File: src/rtl/ntt_pkg.sv
// Shared constants and FSM state type for the forward-NTT twiddle/index address generator.
package ntt_pkg;
  localparam int N             = 256;
  localparam int Q             = 3329;
  localparam int NUM_BU        = 8;
  localparam int NUM_LAYERS    = 7;
  localparam int CYC_PER_LAYER = 16;
  localparam int ADDR_WIDTH    = 7;
  localparam int IDX_WIDTH     = 8;

  typedef enum logic [1:0] {
    S_IDLE = 2'd0,
    S_RUN  = 2'd1,
    S_DONE = 2'd2
  } state_e;
endpackage

File: src/rtl/ntt_bu_addr.sv
// Twiddle address and butterfly operand indices for one butterfly unit, from the layer/cycle counters.
module ntt_bu_addr
  import ntt_pkg::*;
#(
  parameter int BU         = 0,
  parameter int WIDTH_ADDR = ADDR_WIDTH,
  parameter int WIDTH_IDX  = IDX_WIDTH
) (
  input  logic [2:0]            layer_i,
  input  logic [3:0]            cyc_i,
  output logic [WIDTH_ADDR-1:0] address_o,
  output logic [WIDTH_IDX-1:0]  idx_top_o,
  output logic [WIDTH_IDX-1:0]  idx_bot_o
);
  localparam logic [2:0] BU_NUM = 3'(BU);

  logic [WIDTH_ADDR-1:0] j;
  logic [WIDTH_ADDR-1:0] g;
  logic [WIDTH_ADDR-1:0] i;
  logic [WIDTH_IDX-1:0]  len;
  logic [WIDTH_IDX-1:0]  top;

  always_comb begin
    j   = {cyc_i, BU_NUM};
    len = WIDTH_IDX'(N / 2) >> layer_i;
    g   = j >> (3'd7 - layer_i);
    i   = j & WIDTH_ADDR'(len - 1'b1);
    // group base g*2*len is a shift since len is a power of two
    top = ({1'b0, g} << (4'd8 - {1'b0, layer_i})) + {1'b0, i};
    address_o = WIDTH_ADDR'(1'b1) << layer_i;
    address_o = address_o + g;
    idx_top_o = top;
    idx_bot_o = top + len;
  end
endmodule

File: src/rtl/ntt_addr_gen.sv
// Sequences one forward NTT pass: 7 layers x 16 cycles, 8 butterflies per cycle, with stall hold.
module ntt_addr_gen #(
  parameter int NUM_BU     = 8,
  parameter int WIDTH_ADDR = 7,
  parameter int WIDTH_IDX  = 8
) (
  input  logic                  clk_i,
  input  logic                  rst_i,
  input  logic                  start_i,
  input  logic                  stall_i,
  output logic [WIDTH_ADDR-1:0] address0,
  output logic [WIDTH_ADDR-1:0] address1,
  output logic [WIDTH_ADDR-1:0] address2,
  output logic [WIDTH_ADDR-1:0] address3,
  output logic [WIDTH_ADDR-1:0] address4,
  output logic [WIDTH_ADDR-1:0] address5,
  output logic [WIDTH_ADDR-1:0] address6,
  output logic [WIDTH_ADDR-1:0] address7,
  output logic [WIDTH_IDX-1:0]  idx_top0,
  output logic [WIDTH_IDX-1:0]  idx_top1,
  output logic [WIDTH_IDX-1:0]  idx_top2,
  output logic [WIDTH_IDX-1:0]  idx_top3,
  output logic [WIDTH_IDX-1:0]  idx_top4,
  output logic [WIDTH_IDX-1:0]  idx_top5,
  output logic [WIDTH_IDX-1:0]  idx_top6,
  output logic [WIDTH_IDX-1:0]  idx_top7,
  output logic [WIDTH_IDX-1:0]  idx_bot0,
  output logic [WIDTH_IDX-1:0]  idx_bot1,
  output logic [WIDTH_IDX-1:0]  idx_bot2,
  output logic [WIDTH_IDX-1:0]  idx_bot3,
  output logic [WIDTH_IDX-1:0]  idx_bot4,
  output logic [WIDTH_IDX-1:0]  idx_bot5,
  output logic [WIDTH_IDX-1:0]  idx_bot6,
  output logic [WIDTH_IDX-1:0]  idx_bot7,
  output logic [2:0]            layer_o,
  output logic                  valid_o,
  output logic                  busy_o,
  output logic                  done_o
);
  import ntt_pkg::*;

  state_e     state_q, state_d;
  logic [2:0] layer_q, layer_d;
  logic [3:0] cyc_q,   cyc_d;

  logic [WIDTH_ADDR-1:0] addr_w [8];
  logic [WIDTH_IDX-1:0]  top_w  [8];
  logic [WIDTH_IDX-1:0]  bot_w  [8];

  always_ff @(posedge clk_i) begin
    if (rst_i) begin
      state_q <= S_IDLE;
      layer_q <= '0;
      cyc_q   <= '0;
    end else begin
      state_q <= state_d;
      layer_q <= layer_d;
      cyc_q   <= cyc_d;
    end
  end

  always_comb begin
    state_d = state_q;
    layer_d = layer_q;
    cyc_d   = cyc_q;
    case (state_q)
      S_IDLE: if (start_i) state_d = S_RUN;
      S_RUN: begin
        if (!stall_i) begin
          if (cyc_q == 4'(CYC_PER_LAYER - 1)) begin
            cyc_d = '0;
            if (layer_q == 3'(NUM_LAYERS - 1)) begin
              layer_d = '0;
              state_d = S_DONE;
            end else begin
              layer_d = layer_q + 3'd1;
            end
          end else begin
            cyc_d = cyc_q + 4'd1;
          end
        end
      end
      S_DONE:  state_d = S_IDLE;
      default: state_d = S_IDLE;
    endcase
  end

  // flags are forced low while reset is asserted, not only after the edge
  always_comb begin
    valid_o = !rst_i && (state_q == S_RUN) && !stall_i;
    busy_o  = !rst_i && (state_q != S_IDLE);
    done_o  = !rst_i && (state_q == S_DONE);
    layer_o = rst_i ? 3'd0 : layer_q;
  end

  for (genvar b = 0; b < NUM_BU; b++) begin : g_bu
    ntt_bu_addr #(
      .BU        (b),
      .WIDTH_ADDR(WIDTH_ADDR),
      .WIDTH_IDX (WIDTH_IDX)
    ) u_bu (
      .layer_i  (layer_q),
      .cyc_i    (cyc_q),
      .address_o(addr_w[b]),
      .idx_top_o(top_w[b]),
      .idx_bot_o(bot_w[b])
    );
  end

  assign address0 = addr_w[0];
  assign address1 = addr_w[1];
  assign address2 = addr_w[2];
  assign address3 = addr_w[3];
  assign address4 = addr_w[4];
  assign address5 = addr_w[5];
  assign address6 = addr_w[6];
  assign address7 = addr_w[7];
  assign idx_top0 = top_w[0];
  assign idx_top1 = top_w[1];
  assign idx_top2 = top_w[2];
  assign idx_top3 = top_w[3];
  assign idx_top4 = top_w[4];
  assign idx_top5 = top_w[5];
  assign idx_top6 = top_w[6];
  assign idx_top7 = top_w[7];
  assign idx_bot0 = bot_w[0];
  assign idx_bot1 = bot_w[1];
  assign idx_bot2 = bot_w[2];
  assign idx_bot3 = bot_w[3];
  assign idx_bot4 = bot_w[4];
  assign idx_bot5 = bot_w[5];
  assign idx_bot6 = bot_w[6];
  assign idx_bot7 = bot_w[7];
endmodule

File: config.mk
export PLATFORM = sky130hd
export DESIGN_NAME = ntt_addr_gen
export DESIGN_NICKNAME = d
export VERILOG_FILES = /design/src/rtl/ntt_pkg.sv /design/src/rtl/ntt_bu_addr.sv /design/src/rtl/ntt_addr_gen.sv
export SDC_FILE = /design/constraint.sdc
export NUM_CORES = 1
export LEC_CHECK = 0
export BUFFER_PORTS_ARGS = -buffer_cell sky130_fd_sc_hd__buf_2
export CORE_UTILIZATION = 55
export DETAILED_ROUTE_END_ITERATION = 10
export GPL_TIMING_DRIVEN = 0
export PLACE_DENSITY_LB_ADDON = 0.15
export SLEW_MARGIN = 20
export SYNTH_ARGS = -nofsm -noshare
export SYNTH_HDL_FRONTEND = slang
export SYNTH_HIERARCHICAL = 1
export SYNTH_SLANG_ARGS = --single-unit
File: constraint.sdc
create_clock -name clk_i -period 6.55 [get_ports clk_i]
set_input_delay 1.965 -clock clk_i [delete_from_list [all_inputs] [get_ports clk_i]]
set_output_delay 1.965 -clock clk_i [all_outputs]
set_load 0.03 [all_outputs]
==> results by group <==
Status
  – Outcome: completed

Logic synthesis
  – Mean Syn Cell Area: 7.213 um^2
  – Syn Std Cell Area: 12200 um^2
  – Ys flop type: dfxtp_1
  – Largest family of logic cells by synthesized area: compound AO/OA/AOI/OAI gates
  – FFs w/ async S/R, synth: 0%
  – Yosys Warn Count: 6
  – XOR/XNOR Fraction of Synth Area: 12.91%
  – Post-synthesis compound-gate area fraction: 28.05%
  – Synth Net Count: 1912
  – Synth Instances: 1691
  – Post-synth EDFFs: 0
  – Synth cell count leaders: 198 x ha_1, 154 x a21oi_1, 135 x nand2_1
  – Post-synthesis mux area share: 2.924%
  – Largest area contributor in the netlist: ha_1
  – Top cell type's share of synthesized area: 20.31%
  – Post-synthesis simple-gate area fraction: 23.02%
  – Yosys reg bits: 9
  – Synth Area in Adders: 23.76%
  – Count leader, synth: ha_1
  – Synth cell types: 116
  – Main area contributors after synthesis: ha_1 20%, xnor2_1 8.9%, a21oi_1 6.3%
  – Register area share after synthesis: 1.477%

Power
  – Peak VDD IR: 0.00006208 V
  – Total power: 275.4 uW
  – Leak: 7.141 nW
  – Pwr/cell area: 18.23 nW/um^2

Worst setup path
  – CP max FO: 10
  – CP delay by family, top: compound AO/OA/AOI/OAI gates
  – Buf+Inv Stages, Crit Path: 5
  – Arrival time worst endpoint: 4.45 ns
  – CP startpoint kind: flip-flop
  – Critical-path top delay cell: dfxtp_4
  – WP data required: 4.59 ns
  – Critical path capture point type: output pin
  – Type of the worst setup path: flip-flop to output pin
  – Slowest stage delay, CP: 0.42 ns
  – Critical-path cell list: buf_6 > buf_4 > buf_8 > clkinvlp_4 > ha_4 > ha_4 > or2_4 > nor3b_4 > ha_1 > a21o_1 > a41oi_1 > xnor2_2 > ha_1 > o21ai_0 > nor2_1 > a21oi_1 > o211ai_1 > xnor3_2 > buf_4

Timing
  – Slew Viols, Final: 0
  – Tmin final: 6.417 ns
  – Setup TNS: 0 ns
  – Final worst clock skew: 0.0004896 ns
  – Rel. slew slack: 61.93%
  – Tightest Pin Transition: 0.5662 ns
  – Final worst-path cycle share: 97.97%
  – Hold Vio Cnt, Final: 0
  – RSZ-0062 raised after global routing: true
  – F_max: 155.8 MHz
  – Final setup viols: 0

Floorplan
  – Die width: 150.9 um
  – Initial Util: 56.06%
  – Site row count: 54
  – CORE AREA: 21760 um^2
  – Die H: 150.9 um
  – DIE AREA: 22780 um^2
  – # IOs: 194

GRT
  – Largest net degree at the start of global routing: 46
  – Vias in the first global route: 11769
  – Grt ovf: 0
  – GRT Util Overall: 30.44%
  – Antenna violations before repair: 0
  – First-pass GRT wire length: 57.21 mm

Layout
  – Layout cells sized above 1: 26.81%
  – Fillers: 1864
  – Synthesis-to-finish area growth: 23.89%
  – Ant diodes: 0
  – Fin nets: 2147

Routing
  – DRC viols: 0
  – Detail Route Antenna Nets: 0
  – Drt via density: 5.997
  – Drt initial violations: 754
  – DRT Pass-1 Iters: 6
  – DR vias: 13224
  – Avg WL per Cell: 16.77 um
  – Final WL: 36.98 mm

Clock tree
  – Total clock sinks: 9
  – CTS Hold Bufs: 0
  – Clock Latency Late Sink: 0.24 ns
  – Bufs on Longest Clock Path: 2
  – Clk Tree Root Cell: clkbuf_16
  – H-tree levels: 1
  – Clock transition at path regs: 0.04 ns
  – CTS buffer count: 3
  – CTS tree: built

Placement
  – Port-buffer cells: 193
  – GP Congestion: 0.9185
  – DP HPWL: 26.46 mm

Run
  – Max Cap Viol: 0

Hold path
  – Min-delay worst type: flip-flop to flip-flop
-- placed cells by master, fill, tap and decap left out, types with 11 or more instances in the layout --
cell type / n
ha_4: 19
a31oi_1: 19
nor2_1: 124
mux2i_1: 14
nor2b_1: 48
o21ai_1: 18
clkbuf_1: 12
o21a_1: 17
a22oi_1: 11
nand2_1: 134
buf_6: 25
a211oi_1: 11
a21o_1: 45
o21bai_1: 19
inv_1: 110
and2_1: 35
a21oi_1: 138
o21ai_0: 75
a21oi_2: 17
fa_1: 14
nor3_1: 22
xnor2_1: 102
and3_1: 17
buf_4: 52
nor3b_1: 13
o22ai_1: 14
nand3_1: 42
nand2b_1: 23
o31ai_1: 13
buf_2: 199
xnor2_2: 24
xor2_1: 37
ha_1: 170
-- final cells by class --
type / instances / area, um^2 / share of cell area, %
inverters: 126 / 495.5 / 3.279
multi-input cells: 1470 / 11910 / 78.82
flip-flops and latches: 9 / 201.4 / 1.333
clock buffers: 4 / 78.83 / 0.5217
repair buffers: 246 / 1554 / 10.28
plain buffers: 70 / 520.5 / 3.445
well taps: 280 / 350.3 / 2.318
-- worst paths after layout --
path              start          end  slack [ns]  cells after the start
max          layer_q[0]  idx_bot3[7]        0.13                     19
max reg2reg    cyc_q[2]   state_q[1]        4.65                      4
min          state_q[0]   state_q[1]        0.53                      1
min reg2reg  state_q[0]   state_q[1]        0.53                      1
-- logic make-up after synthesis --
| logic type | Yosys count |
|---|---|
| buffers and inverters | 212 |
| xor gates and xnor gates | 173 |
| muxes | 30 |
| DFF | 9 |
| and+or+nand+nor | 542 |
| AOI/OAI and AO/OA | 504 |
| adders and majority gates | 221 |
-- through the flow --
step | area [um^2] | setup WS (ns) | instances | hold WS (ns) | util (%)
finish | 15110 | 0.1332 | 2205 | 0.5327 | 69.46
global route | 15110 | -0.04951 | 2205 | 0.5594 | 69.46
CTS | 14430 | 0.008994 | 2183 | 0.5317 | 66.33
detailed placement | 13830 | -0.6891 | 2167 | 0.5238 | 63.56
global placement | 13760 | -0.8841 | 2164 | 0.5178 | 63.26
floorplan | 12450 | -0.1573 | 1691 | 0.4838 | -
-- per-layer routing --
layer	up-vias	track usage, %	wire (um)
li1	6509	-	-
met1	6071	40.04	15810
met2	560	53.19	17670
met3	84	2.048	2509
met4	0	8.450	988
met5	-	0	0
-- power breakdown --
group / switching (mW) / internal [mW] / total, mW
clock network: 0.0282 / 0.0815 / 0.110
logic: 0.0682 / 0.0369 / 0.105
registers: 0.00600 / 0.0546 / 0.0606
-- repair_timing --
item | CTS | global route
buffers inserted | 23 | 27
pin swaps | 17 | 41
gates resized for setup | 77 | 128
setup endpoints to repair | 39 | 13
-- flip-flops by register name, summed over array words and instances, names as in the netlist --
register	cells
layer_q	3
cyc_q	4
state_q	2
-- worst register-to-register path: cells and delay by family (launching register included) --
kind	cells	cell delay [ns]
AND/OR/NAND/NOR	3	0.89
buffers and inverters	1	0.27
flip-flops	1	0.64
(Power assumes the default switching activity.)
